`config.mk`:
```
export PLATFORM = sky130hd
export DESIGN_NAME = dmem_arbiter
export DESIGN_NICKNAME = d
export VERILOG_FILES = /design/src/rtl/dmem_pkg.sv /design/src/rtl/dmem_lane_ctl.sv /design/src/rtl/dmem_arbiter.sv
export SDC_FILE = /design/constraint.sdc
export NUM_CORES = 1
export LEC_CHECK = 0
export CAP_MARGIN = 40
export CORE_UTILIZATION = 30
export DETAILED_ROUTE_END_ITERATION = 10
export PLACE_DENSITY = 0.62
export SYNTH_ARGS = -nofsm -noshare
export SYNTH_HDL_FRONTEND = slang
export SYNTH_SLANG_ARGS = --single-unit
```
`constraint.sdc`:
```
create_clock -name clk_i -period 4.7 [get_ports clk_i]
set_input_delay 0.94 -clock clk_i [delete_from_list [all_inputs] [get_ports clk_i]]
set_output_delay 0.94 -clock clk_i [all_outputs]
set_load 0.01 [all_outputs]
```
`src/rtl/dmem_pkg.sv`:
```
// Shared definitions for the data-memory arbiter and its lane controller.
package dmem_pkg;

    typedef enum logic [1:0] {
        ST_IDLE   = 2'd0,
        ST_ACCESS = 2'd1,
        ST_RESP   = 2'd2
    } state_e;

    localparam logic [1:0] SZ_BYTE = 2'b00;
    localparam logic [1:0] SZ_HALF = 2'b01;
    localparam logic [1:0] SZ_WORD = 2'b10;

    localparam int unsigned MAX_LOCK_DEF = 8;
    localparam int unsigned LOCK_CNT_W   = 8;

endpackage

```
`src/rtl/dmem_lane_ctl.sv`:
```
// Maps access size and low address bits onto byte enables, replicated write
// data and a misalignment flag. Pure combinational, shared with bus blocks.
module dmem_lane_ctl
    import dmem_pkg::*;
(
    input  logic [1:0]  size_i,
    input  logic [1:0]  addr_lo_i,
    input  logic [31:0] wdata_i,
    output logic [3:0]  be_o,
    output logic [31:0] wdata_o,
    output logic        misalign_o
);

    always_comb begin
        be_o       = 4'b1111;
        wdata_o    = wdata_i;
        misalign_o = 1'b0;
        case (size_i)
            SZ_BYTE: begin
                be_o    = 4'b0001 << addr_lo_i;
                wdata_o = {4{wdata_i[7:0]}};
            end
            SZ_HALF: begin
                be_o       = addr_lo_i[1] ? 4'b1100 : 4'b0011;
                wdata_o    = {2{wdata_i[15:0]}};
                misalign_o = addr_lo_i[0];
            end
            default: begin
                // size 2'b11 is deliberately handled as a full word
                be_o       = 4'b1111;
                wdata_o    = wdata_i;
                misalign_o = |addr_lo_i;
            end
        endcase
    end

endmodule

```
`src/rtl/dmem_arbiter.sv`:
```
// Round-robin arbiter sharing one single-port data RAM between the CPU data
// port (0) and the loader/DMA port (1), with a bounded burst lock for port 1.
//
// state     | meaning
// ----------+---------------------------------------------------------------
// ST_IDLE   | waiting for a request; picks the winner and latches it
// ST_ACCESS | mem_en cycle; writes and misaligned accesses ack here
// ST_RESP   | read data arrives from the RAM; winner's rdata loaded, ack
module dmem_arbiter
    import dmem_pkg::*;
#(
    parameter int unsigned ADDR_W   = 10,
    parameter int unsigned MAX_LOCK = MAX_LOCK_DEF
) (
    input  logic              clk_i,
    input  logic              rst_ni,
    input  logic              req0_i,
    input  logic              req1_i,
    input  logic              we0_i,
    input  logic              we1_i,
    input  logic [1:0]        size0_i,
    input  logic [1:0]        size1_i,
    input  logic [31:0]       addr0_i,
    input  logic [31:0]       addr1_i,
    input  logic [31:0]       wdata0_i,
    input  logic [31:0]       wdata1_i,
    input  logic              lock1_i,
    output logic              ack0_o,
    output logic              ack1_o,
    output logic              err0_o,
    output logic              err1_o,
    output logic [31:0]       rdata0_o,
    output logic [31:0]       rdata1_o,
    output logic              cpu_stall_o,
    output logic              mem_en_o,
    output logic [3:0]        mem_be_o,
    output logic [ADDR_W-1:0] mem_addr_o,
    output logic [31:0]       mem_wdata_o,
    input  logic [31:0]       mem_rdata_i
);

    localparam logic [LOCK_CNT_W-1:0] LOCK_LIMIT = LOCK_CNT_W'(MAX_LOCK);

    state_e                 state_q;
    logic                   gnt_q;
    logic                   last_q;
    logic                   we_q;
    logic                   mis_q;
    logic                   lock_held_q;
    logic [LOCK_CNT_W-1:0]  lock_cnt_q;
    logic                   ack0_q, ack1_q;
    logic                   err0_q, err1_q;
    logic                   mem_en_q;
    logic [3:0]             mem_be_q;
    logic [ADDR_W-1:0]      mem_addr_q;
    logic [31:0]            mem_wdata_q;
    logic [31:0]            rdata0_q, rdata1_q;

    logic                   lock_hit;
    logic                   win_d;
    logic                   sel_we;
    logic [1:0]             sel_size;
    logic [31:0]            sel_addr;
    logic [31:0]            sel_wdata;
    logic [LOCK_CNT_W-1:0]  lock_cnt_d;
    logic [3:0]             lane_be;
    logic [31:0]            lane_wdata;
    logic                   lane_mis;
    logic                   unused_addr_hi;

    // Lock keeps port 1 only if it asked for it on its last completion
    // and has not yet used up its burst allowance.
    always_comb begin
        lock_hit = last_q && lock_held_q && (lock_cnt_q < LOCK_LIMIT) && req1_i;
        if (lock_hit) begin
            win_d = 1'b1;
        end else if (req0_i && req1_i) begin
            win_d = ~last_q;
        end else begin
            win_d = req1_i;
        end
        sel_we     = win_d ? we1_i    : we0_i;
        sel_size   = win_d ? size1_i  : size0_i;
        sel_addr   = win_d ? addr1_i  : addr0_i;
        sel_wdata  = win_d ? wdata1_i : wdata0_i;
        lock_cnt_d = lock_hit ? lock_cnt_q + LOCK_CNT_W'(1) : '0;
    end

    assign unused_addr_hi = ^{sel_addr[31:ADDR_W+2]};

    dmem_lane_ctl u_lane_ctl (
        .size_i     (sel_size),
        .addr_lo_i  (sel_addr[1:0]),
        .wdata_i    (sel_wdata),
        .be_o       (lane_be),
        .wdata_o    (lane_wdata),
        .misalign_o (lane_mis)
    );

    always_ff @(posedge clk_i or negedge rst_ni) begin
        if (!rst_ni) begin
            state_q     <= ST_IDLE;
            gnt_q       <= 1'b0;
            last_q      <= 1'b1;
            we_q        <= 1'b0;
            mis_q       <= 1'b0;
            lock_held_q <= 1'b0;
            lock_cnt_q  <= '0;
            ack0_q      <= 1'b0;
            ack1_q      <= 1'b0;
            err0_q      <= 1'b0;
            err1_q      <= 1'b0;
            mem_en_q    <= 1'b0;
            mem_be_q    <= 4'b0000;
            mem_addr_q  <= '0;
            mem_wdata_q <= '0;
            rdata0_q    <= '0;
            rdata1_q    <= '0;
        end else begin
            ack0_q   <= 1'b0;
            ack1_q   <= 1'b0;
            err0_q   <= 1'b0;
            err1_q   <= 1'b0;
            mem_en_q <= 1'b0;
            mem_be_q <= 4'b0000;
            case (state_q)
                ST_IDLE: begin
                    if (req0_i || req1_i) begin
                        gnt_q       <= win_d;
                        last_q      <= win_d;
                        lock_cnt_q  <= lock_cnt_d;
                        we_q        <= sel_we;
                        mis_q       <= lane_mis;
                        mem_addr_q  <= sel_addr[ADDR_W+1:2];
                        mem_wdata_q <= lane_wdata;
                        mem_en_q    <= ~lane_mis;
                        mem_be_q    <= (sel_we && !lane_mis) ? lane_be : 4'b0000;
                        // Writes and rejected accesses complete in the ACCESS cycle.
                        if (sel_we || lane_mis) begin
                            ack0_q <= ~win_d;
                            ack1_q <= win_d;
                            err0_q <= ~win_d & lane_mis;
                            err1_q <= win_d & lane_mis;
                        end
                        state_q <= ST_ACCESS;
                    end
                end
                ST_ACCESS: begin
                    if (we_q || mis_q) begin
                        if (gnt_q) begin
                            lock_held_q <= lock1_i;
                        end
                        state_q <= ST_IDLE;
                    end else begin
                        ack0_q  <= ~gnt_q;
                        ack1_q  <= gnt_q;
                        state_q <= ST_RESP;
                    end
                end
                ST_RESP: begin
                    if (gnt_q) begin
                        rdata1_q    <= mem_rdata_i;
                        lock_held_q <= lock1_i;
                    end else begin
                        rdata0_q <= mem_rdata_i;
                    end
                    state_q <= ST_IDLE;
                end
                default: state_q <= ST_IDLE;
            endcase
        end
    end

    assign ack0_o      = ack0_q;
    assign ack1_o      = ack1_q;
    assign err0_o      = err0_q;
    assign err1_o      = err1_q;
    assign mem_en_o    = mem_en_q;
    assign mem_be_o    = mem_be_q;
    assign mem_addr_o  = mem_addr_q;
    assign mem_wdata_o = mem_wdata_q;
    assign cpu_stall_o = req0_i & ~ack0_q;

    // RAM data is forwarded during the ack cycle so rdata is valid with ack;
    // the register keeps it afterwards.
    assign rdata0_o = (state_q == ST_RESP && !gnt_q) ? mem_rdata_i : rdata0_q;
    assign rdata1_o = (state_q == ST_RESP &&  gnt_q) ? mem_rdata_i : rdata1_q;

endmodule

```
==> flow_metrics.env, run 1 <==
export IMPL_status="complete, no violations"
export IMPL_path_class="register to output port"
export IMPL_core_area_um2=19700
export IMPL_gr_usage_met3=0.0819
export IMPL_die_area_um2=20900
export IMPL_cp_end_kind="output port"
export IMPL_portBuffers=246
export IMPL_p_sw_frac=0.326
export IMPL_drv_cap=0
export IMPL_die_y_um=145
export IMPL_setup_viol=0
export IMPL_fin_util=0.482
export IMPL_synth_flop_cell="dfrtp_1"
export IMPL_die_w_um=145
export IMPL_period_minus_slack_ps=3350
export IMPL_fin_setup_tns_ps=0
export IMPL_synth_most_common_cell="dfrtp_1"
export IMPL_cp_data_arrival_time_ps=2410
export IMPL_synth_top_area_cell="dfrtp_1"
export IMPL_num_rows=51
export IMPL_drive_above_1_share=0.151
export IMPL_wirelength_um=19000
export IMPL_ctsRootBufferMaster="clkbuf_16"
export IMPL_ctsHoldBuffers=0
export IMPL_synth_seq_cells=130
export IMPL_async_reset_ff_frac=1.00
export IMPL_synthCells=535
export IMPL_grt_overflow_total=0
export IMPL_met1_usage=0.200
export IMPL_synth_edff_count=0
export IMPL_p_switching_uw=1960
export IMPL_clockBufferDepth=2
export IMPL_synth_common_cells="dfrtp_1, mux2_2, nand2_1"
export IMPL_seqPwrFrac=0.307
export IMPL_drt_iter0_drc=179
export IMPL_final_hold_viol_count=0
export IMPL_cts_resized=0
export IMPL_critPathRequiredTime_ps=3760
export IMPL_drc=0
export IMPL_grt_pass1_vias=5208
export IMPL_grt_most_used_layer="met2"
export IMPL_numCtsBuffers=17
export IMPL_finalCritPeriodShare=0.714
export IMPL_power_leakage_uw=0.00400
export IMPL_worstPathMaxFanout=32
export IMPL_io_pins=287
export IMPL_initial_core_util=0.310
export IMPL_rsz0062_at_grt="false"
export IMPL_synth_distinct_cells=45
export IMPL_clkPwrFrac=0.237
export IMPL_gp_congestion=0.872
export IMPL_synth_area_leaders="dfrtp_1, mux2_2, mux2i_1"
export IMPL_wl_per_cell_um=18.1
export IMPL_worstMarginPinSlew_ps=893
export IMPL_synth_seq_area_share=0.533
export IMPL_clk_latency_ps=410
export IMPL_p_comb_frac=0.456
export IMPL_min_path_type="input port to async pin"
export IMPL_grt_max_degree=93
export IMPL_start_kind="register"
export IMPL_fin_nets=943
export IMPL_p_total_uw=6000
export IMPL_synth_fp_nets=707
export IMPL_antenna_found_initial=0
export IMPL_use_met2=0.306
export IMPL_vias=5094
export IMPL_antenna_left=0
export IMPL_area_delta_synth_final_pct=55.8
export IMPL_slew_violations=0
export IMPL_yosys_warnings=0
export IMPL_n_antenna_cell=0
export IMPL_synthesis_area_um2=6100
export IMPL_fmaxAchievable_mhz=298
export IMPL_track_usage=0.183
export IMPL_p_per_area_nw_per_um2=631
export IMPL_ir_drop_mv=0.261
export IMPL_max_slew_margin_rel=0.403
export IMPL_viasPerCell=4.86
export IMPL_grt_pass1_wl_um=28500
export IMPL_syn_area_per_cell_um2=11.4
export IMPL_cts_sinks=130
export IMPL_cts_tree="done"
export IMPL_fin_skew_ps=8.88
export IMPL_h_tree_depth=4
export IMPL_post_cts_buffers=0
export IMPL_yosysTopAreaCellShare=0.529
export IMPL_firstDrtPassIters=4
export IMPL_power_internal_uw=4040
export IMPL_clk_pin_slew_worst_paths_ps=60
export IMPL_dp_hpwl_um=13900
==> registers in the layout, summed over array words and instances (netlist names) <==
register	cells
ack0_o	1
rdata1_q	32
mem_addr_o	10
ack1_o	1
mem_wdata_o	32
err1_o	1
mem_be_o	4
state_q	2
gnt_q	1
lock_held_q	1
mis_q	1
mem_en_o	1
we_q	1
last_q	1
rdata0_q	32
lock_cnt_q	8
err0_o	1
==> through the flow <==
| stage | hold WS [ps] | std cells | area [um^2] | setup slack, ps |
|---|---|---|---|---|
| after floorplan | 452 | 535 | 6100 | 2230 |
| after global placement | 466 | 1016 | 8840 | 1460 |
| after detailed placement | 470 | 1017 | 8870 | 1440 |
| after CTS | 306 | 1049 | 9510 | 1290 |
| after global routing | 305 | 1049 | 9510 | 1190 |
| final | 328 | 1049 | 9510 | 1350 |
==> metal layers <==
layer,wire length (um),up-vias
li1,-,2413
met3,1980,25
met4,525,0
met2,9090,220
met1,7390,2436
met5,0,-
==> critical path, cell delays in order, from the launching register on <==
cell and delay, ps:
dfrtp_1 450, nor3b_2 200, buf_4 420, mux2_2 420
clkdlybuf4s50_1 490
==> power groups by stage <==
stage / sequential [uW] / clock [uW] / combinational, uW
6_report: 1850 / 1420 / 2730
5_1_grt: 1900 / 1510 / 2960
4_1_cts: 1850 / 1470 / 2770
3_5_place_dp: 1860 / 0 / 2770
3_3_place_gp: 1840 / 0 / 2720
2_1_floorplan: 1900 / 0 / 1240
==> final timing paths <==
| path | from | end | slack, ps | depth (start not counted) |
|---|---|---|---|---|
| worst max-delay path | state_q[0]$_DFFE_PN0P_ | rdata0_o[21] | 1350 | 4 |
| worst min-delay path | rst_ni | rdata0_q[16]$_DFFE_PN0P_ | 330 | 1 |
| worst max register to register | last_q$_DFFE_PN1P_ | mem_wdata_o[11]$_DFFE_PN0P_ | 2410 | 5 |
| worst min register to register | mem_addr_o[5]$_DFFE_PN0P_ | mem_addr_o[5]$_DFFE_PN0P_ | 480 | 2 |
| max in group asynchronous | rst_ni | rdata1_q[12]$_DFFE_PN0P_ | 3480 | 3 |
| min in group clk_i | mem_addr_o[5]$_DFFE_PN0P_ | mem_addr_o[5]$_DFFE_PN0P_ | 480 | 2 |
==> logic make-up (layout without fill, tap and decap cells) <==
family                   count (synthesis)  count (layout)  share of synthesized area
XOR/XNOR                                 8               8                     0.0115
AND/OR/NAND/NOR                        126             126                     0.0998
buffers and inverters                   42             291                     0.0287
AO/OA/AOI/OAI                          105             105                      0.110
multiplexers                           123             123                      0.215
adder cells (fa/ha/maj)                  1               1                    0.00205
flip-flops                             130             130                      0.533
==> final cells by class <==
class | instances | area [um^2]
Clock buffer | 18 | 439
Tap cell | 265 | 332
Sequential cell | 130 | 3250
Clock inverter | 14 | 203
Inverter | 2 | 7.51
Fill cell | 1762 | 10200
Multi-Input combinational cell | 363 | 2700
Timing Repair Buffer | 257 | 2570
==> cells in the final DEF, fill, tap and decap left out, drive strengths merged, types with 3 or more instances in the layout <==
master / synthesis / layout
nor3: 10 / 10
clkinv: 0 / 7
nand3: 4 / 4
nand2b: 9 / 9
nand2: 65 / 65
o21a: 4 / 4
clkbuf: 23 / 18
clkdlybuf4s50: 0 / 245
xor2: 5 / 5
inv: 2 / 4
o21ai: 51 / 51
o311ai: 8 / 8
o2111ai: 8 / 8
dfrtp: 129 / 129
buf: 17 / 12
mux2i: 58 / 58
mux2: 65 / 65
a41oi: 3 / 3
xnor2: 3 / 3
a221o: 8 / 8
and3: 4 / 4
or4b: 3 / 3
a21oi: 14 / 14
bufinv: 0 / 4
nor2: 15 / 15
Note: power is estimated with default switching activity, not from simulation.
==> run 2: changes to the inputs <==
--- a/config.mk
+++ b/config.mk
@@ -8,7 +8,7 @@
 export CAP_MARGIN = 40
 export CORE_UTILIZATION = 30
 export DETAILED_ROUTE_END_ITERATION = 10
-export PLACE_DENSITY = 0.62
+export PLACE_DENSITY = 0.64
 export SYNTH_ARGS = -nofsm -noshare
 export SYNTH_HDL_FRONTEND = slang
 export SYNTH_SLANG_ARGS = --single-unit
==> constraint.sdc (replaced) <==
create_clock -name clk_i -period 2.9 [get_ports clk_i]
set_input_delay 0.58 -clock clk_i [delete_from_list [all_inputs] [get_ports clk_i]]
set_output_delay 0.58 -clock clk_i [all_outputs]
set_load 0.01 [all_outputs]
==> run 2 against run 1 <==
Net effect: global-route usage up 0.24 points; core utilization up 0.67 points; die area unchanged; first-iteration DRC count down 6.7%; sequential cell count unchanged; non-clock buffer count up 14; clock skew about the same; hold slack worse by 190 ps; worst setup slack worse by 1300 ps; via count up 0.12%; design area up 1.4%.
==> flow_metrics.env, run 2 (synthesis results as in run 1) <==
export IMPL_drive_above_1_share=0.169
export IMPL_path_class="register to output port"
export IMPL_antenna_found_initial=0
export IMPL_drt_iter0_drc=167
export IMPL_slowest_delay_ps=500
export IMPL_fin_nets=957
export IMPL_num_rows=51
export IMPL_worstMarginPinSlew_ps=745
export IMPL_critPathRequiredTime_ps=2320
export IMPL_track_usage=0.186
export IMPL_area_delta_synth_final_pct=58.0
export IMPL_die_w_um=145
export IMPL_p_comb_frac=0.474
export IMPL_grt_pass1_vias=5162
export IMPL_period_minus_slack_ps=2870
export IMPL_fin_skew_ps=8.63
export IMPL_ctsRootBufferMaster="clkbuf_16"
export IMPL_hold_ws_ps=138
export IMPL_wl_per_cell_um=18.1
export IMPL_seqPwrFrac=0.308
export IMPL_initial_core_util=0.310
export IMPL_finalCritPeriodShare=0.988
export IMPL_portBuffers=246
export IMPL_drc=0
export IMPL_min_path_type="input port to async pin"
export IMPL_layout_commonest_cell="clkdlybuf4s50_1"
export IMPL_drv_cap=0
export IMPL_mostFrequentLayoutCells="clkdlybuf4s50_1, dfrtp_1, nand2_1, mux2_2, mux2i_1"
export IMPL_core_area_um2=19700
export IMPL_n_antenna_cell=0
export IMPL_fin_setup_tns_ps=0
export IMPL_slowest_stage="clkdlybuf4s50_1"
export IMPL_wirelength_um=19200
export IMPL_h_tree_depth=4
export IMPL_ctsHoldBuffers=0
export IMPL_dp_hpwl_um=13900
export IMPL_worstPathMaxFanout=16
export IMPL_final_design_area_no_fill_um2=9640
export IMPL_p_sw_frac=0.337
export IMPL_path_cells="nor3b_4 > buf_4 > buf_12 > mux2_2 > clkdlybuf4s50_1"
export IMPL_antenna_left=0
export IMPL_viasPerCell=4.80
export IMPL_p_per_area_nw_per_um2=1010
export IMPL_fmaxAchievable_mhz=349
export IMPL_firstDrtPassIters=4
export IMPL_setup_viol=0
export IMPL_die_area_um2=20900
export IMPL_cp_data_arrival_time_ps=2290
export IMPL_multi_input_area_um2=2710
export IMPL_gp_congestion=0.809
export IMPL_grt_pass1_wl_um=28800
export IMPL_regArea_um2=3260
export IMPL_io_pins=287
export IMPL_clk_latency_ps=410
export IMPL_power_internal_uw=6430
export IMPL_die_y_um=145
export IMPL_cp_end_kind="output port"
export IMPL_grt_max_degree=61
export IMPL_max_slew_margin_rel=0.501
export IMPL_final_hold_viol_count=0
export IMPL_clk_pin_slew_worst_paths_ps=60
export IMPL_place_area_um2=8980
export IMPL_grt_overflow_total=0
export IMPL_numCtsBuffers=17
export IMPL_nFillCells=1800
export IMPL_p_switching_uw=3270
export IMPL_fin_util=0.489
export IMPL_clockBufferDepth=2
export IMPL_start_kind="register"
export IMPL_final_cells=1063
export IMPL_power_leakage_uw=0.00415
export IMPL_ir_drop_mv=0.383
export IMPL_cts_tree="done"
export IMPL_cts_sinks=130
export IMPL_slew_violations=0
export IMPL_clkPwrFrac=0.218
export IMPL_vias=5100
export IMPL_status="complete, no violations"
export IMPL_placedCellCount=1027
## run 2: power groups by stage
stage / sequential [uW] / clock (uW) / combinational (uW)
floorplan: 3070 / 0 / 2010
global placement: 2990 / 0 / 4580
detailed placement: 3010 / 0 / 4620
CTS: 2990 / 2170 / 4620
global route: 3090 / 2260 / 5000
finish: 2990 / 2120 / 4590
## run 2: final cells by class
class / count / share of cell area
multi-input cells: 363 / 0.281
clock inverters: 14 / 0.0152
repair buffers: 271 / 0.285
flip-flops and latches: 130 / 0.338
well taps: 265 / 0.0344
inverters: 2 / 0.000779
clock buffers: 18 / 0.0455
## run 2: timing repair
item | CTS | global route
cloned | 0 | 1
gates resized for setup | 1 | 15
setup endpoints to repair | 1 | 31
setup buffers | 0 | 3
## run 2: final timing paths
check | slack [ps] | depth (start not counted) | start | endpoint
hold reg to reg | 480 | 2 | mem_addr_o[7]$_DFFE_PN0P_ | mem_addr_o[7]$_DFFE_PN0P_
max in group asynchronous | 2060 | 2 | rst_ni | last_q$_DFFE_PN1P_
setup reg to reg | 740 | 6 | last_q$_DFFE_PN1P_ | mem_addr_o[6]$_DFFE_PN0P_
setup / recovery | 30 | 5 | gnt_q$_DFFE_PN0P_ | rdata0_o[19]
min in group clk_i | 480 | 2 | mem_addr_o[7]$_DFFE_PN0P_ | mem_addr_o[7]$_DFFE_PN0P_
hold / removal | 140 | 1 | rst_ni | rdata1_q[14]$_DFFE_PN0P_
## run 2: critical path, delay by kind of cell, from the launching register on
kind	cells	cell delay, ps
flip-flops	1	450
AND/OR/NAND/NOR	1	210
multiplexers	1	350
buffers and inverters	3	840
## run 2: stage by stage
stage	power, uW	worst slack (ps)
final	9700	33.5
after global placement	7570	225
after global routing	10300	-28.7
after detailed placement	7640	222
after floorplan	5090	793
after CTS	9790	6.81
## run 2: routing by layer
metal	up-vias	wire length (um)	global-route usage
met4	0	414	0.0759
met1	2390	7850	0.215
met2	239	8720	0.297
li1	2445	-	-
met3	26	2220	0.0849
met5	-	0	0
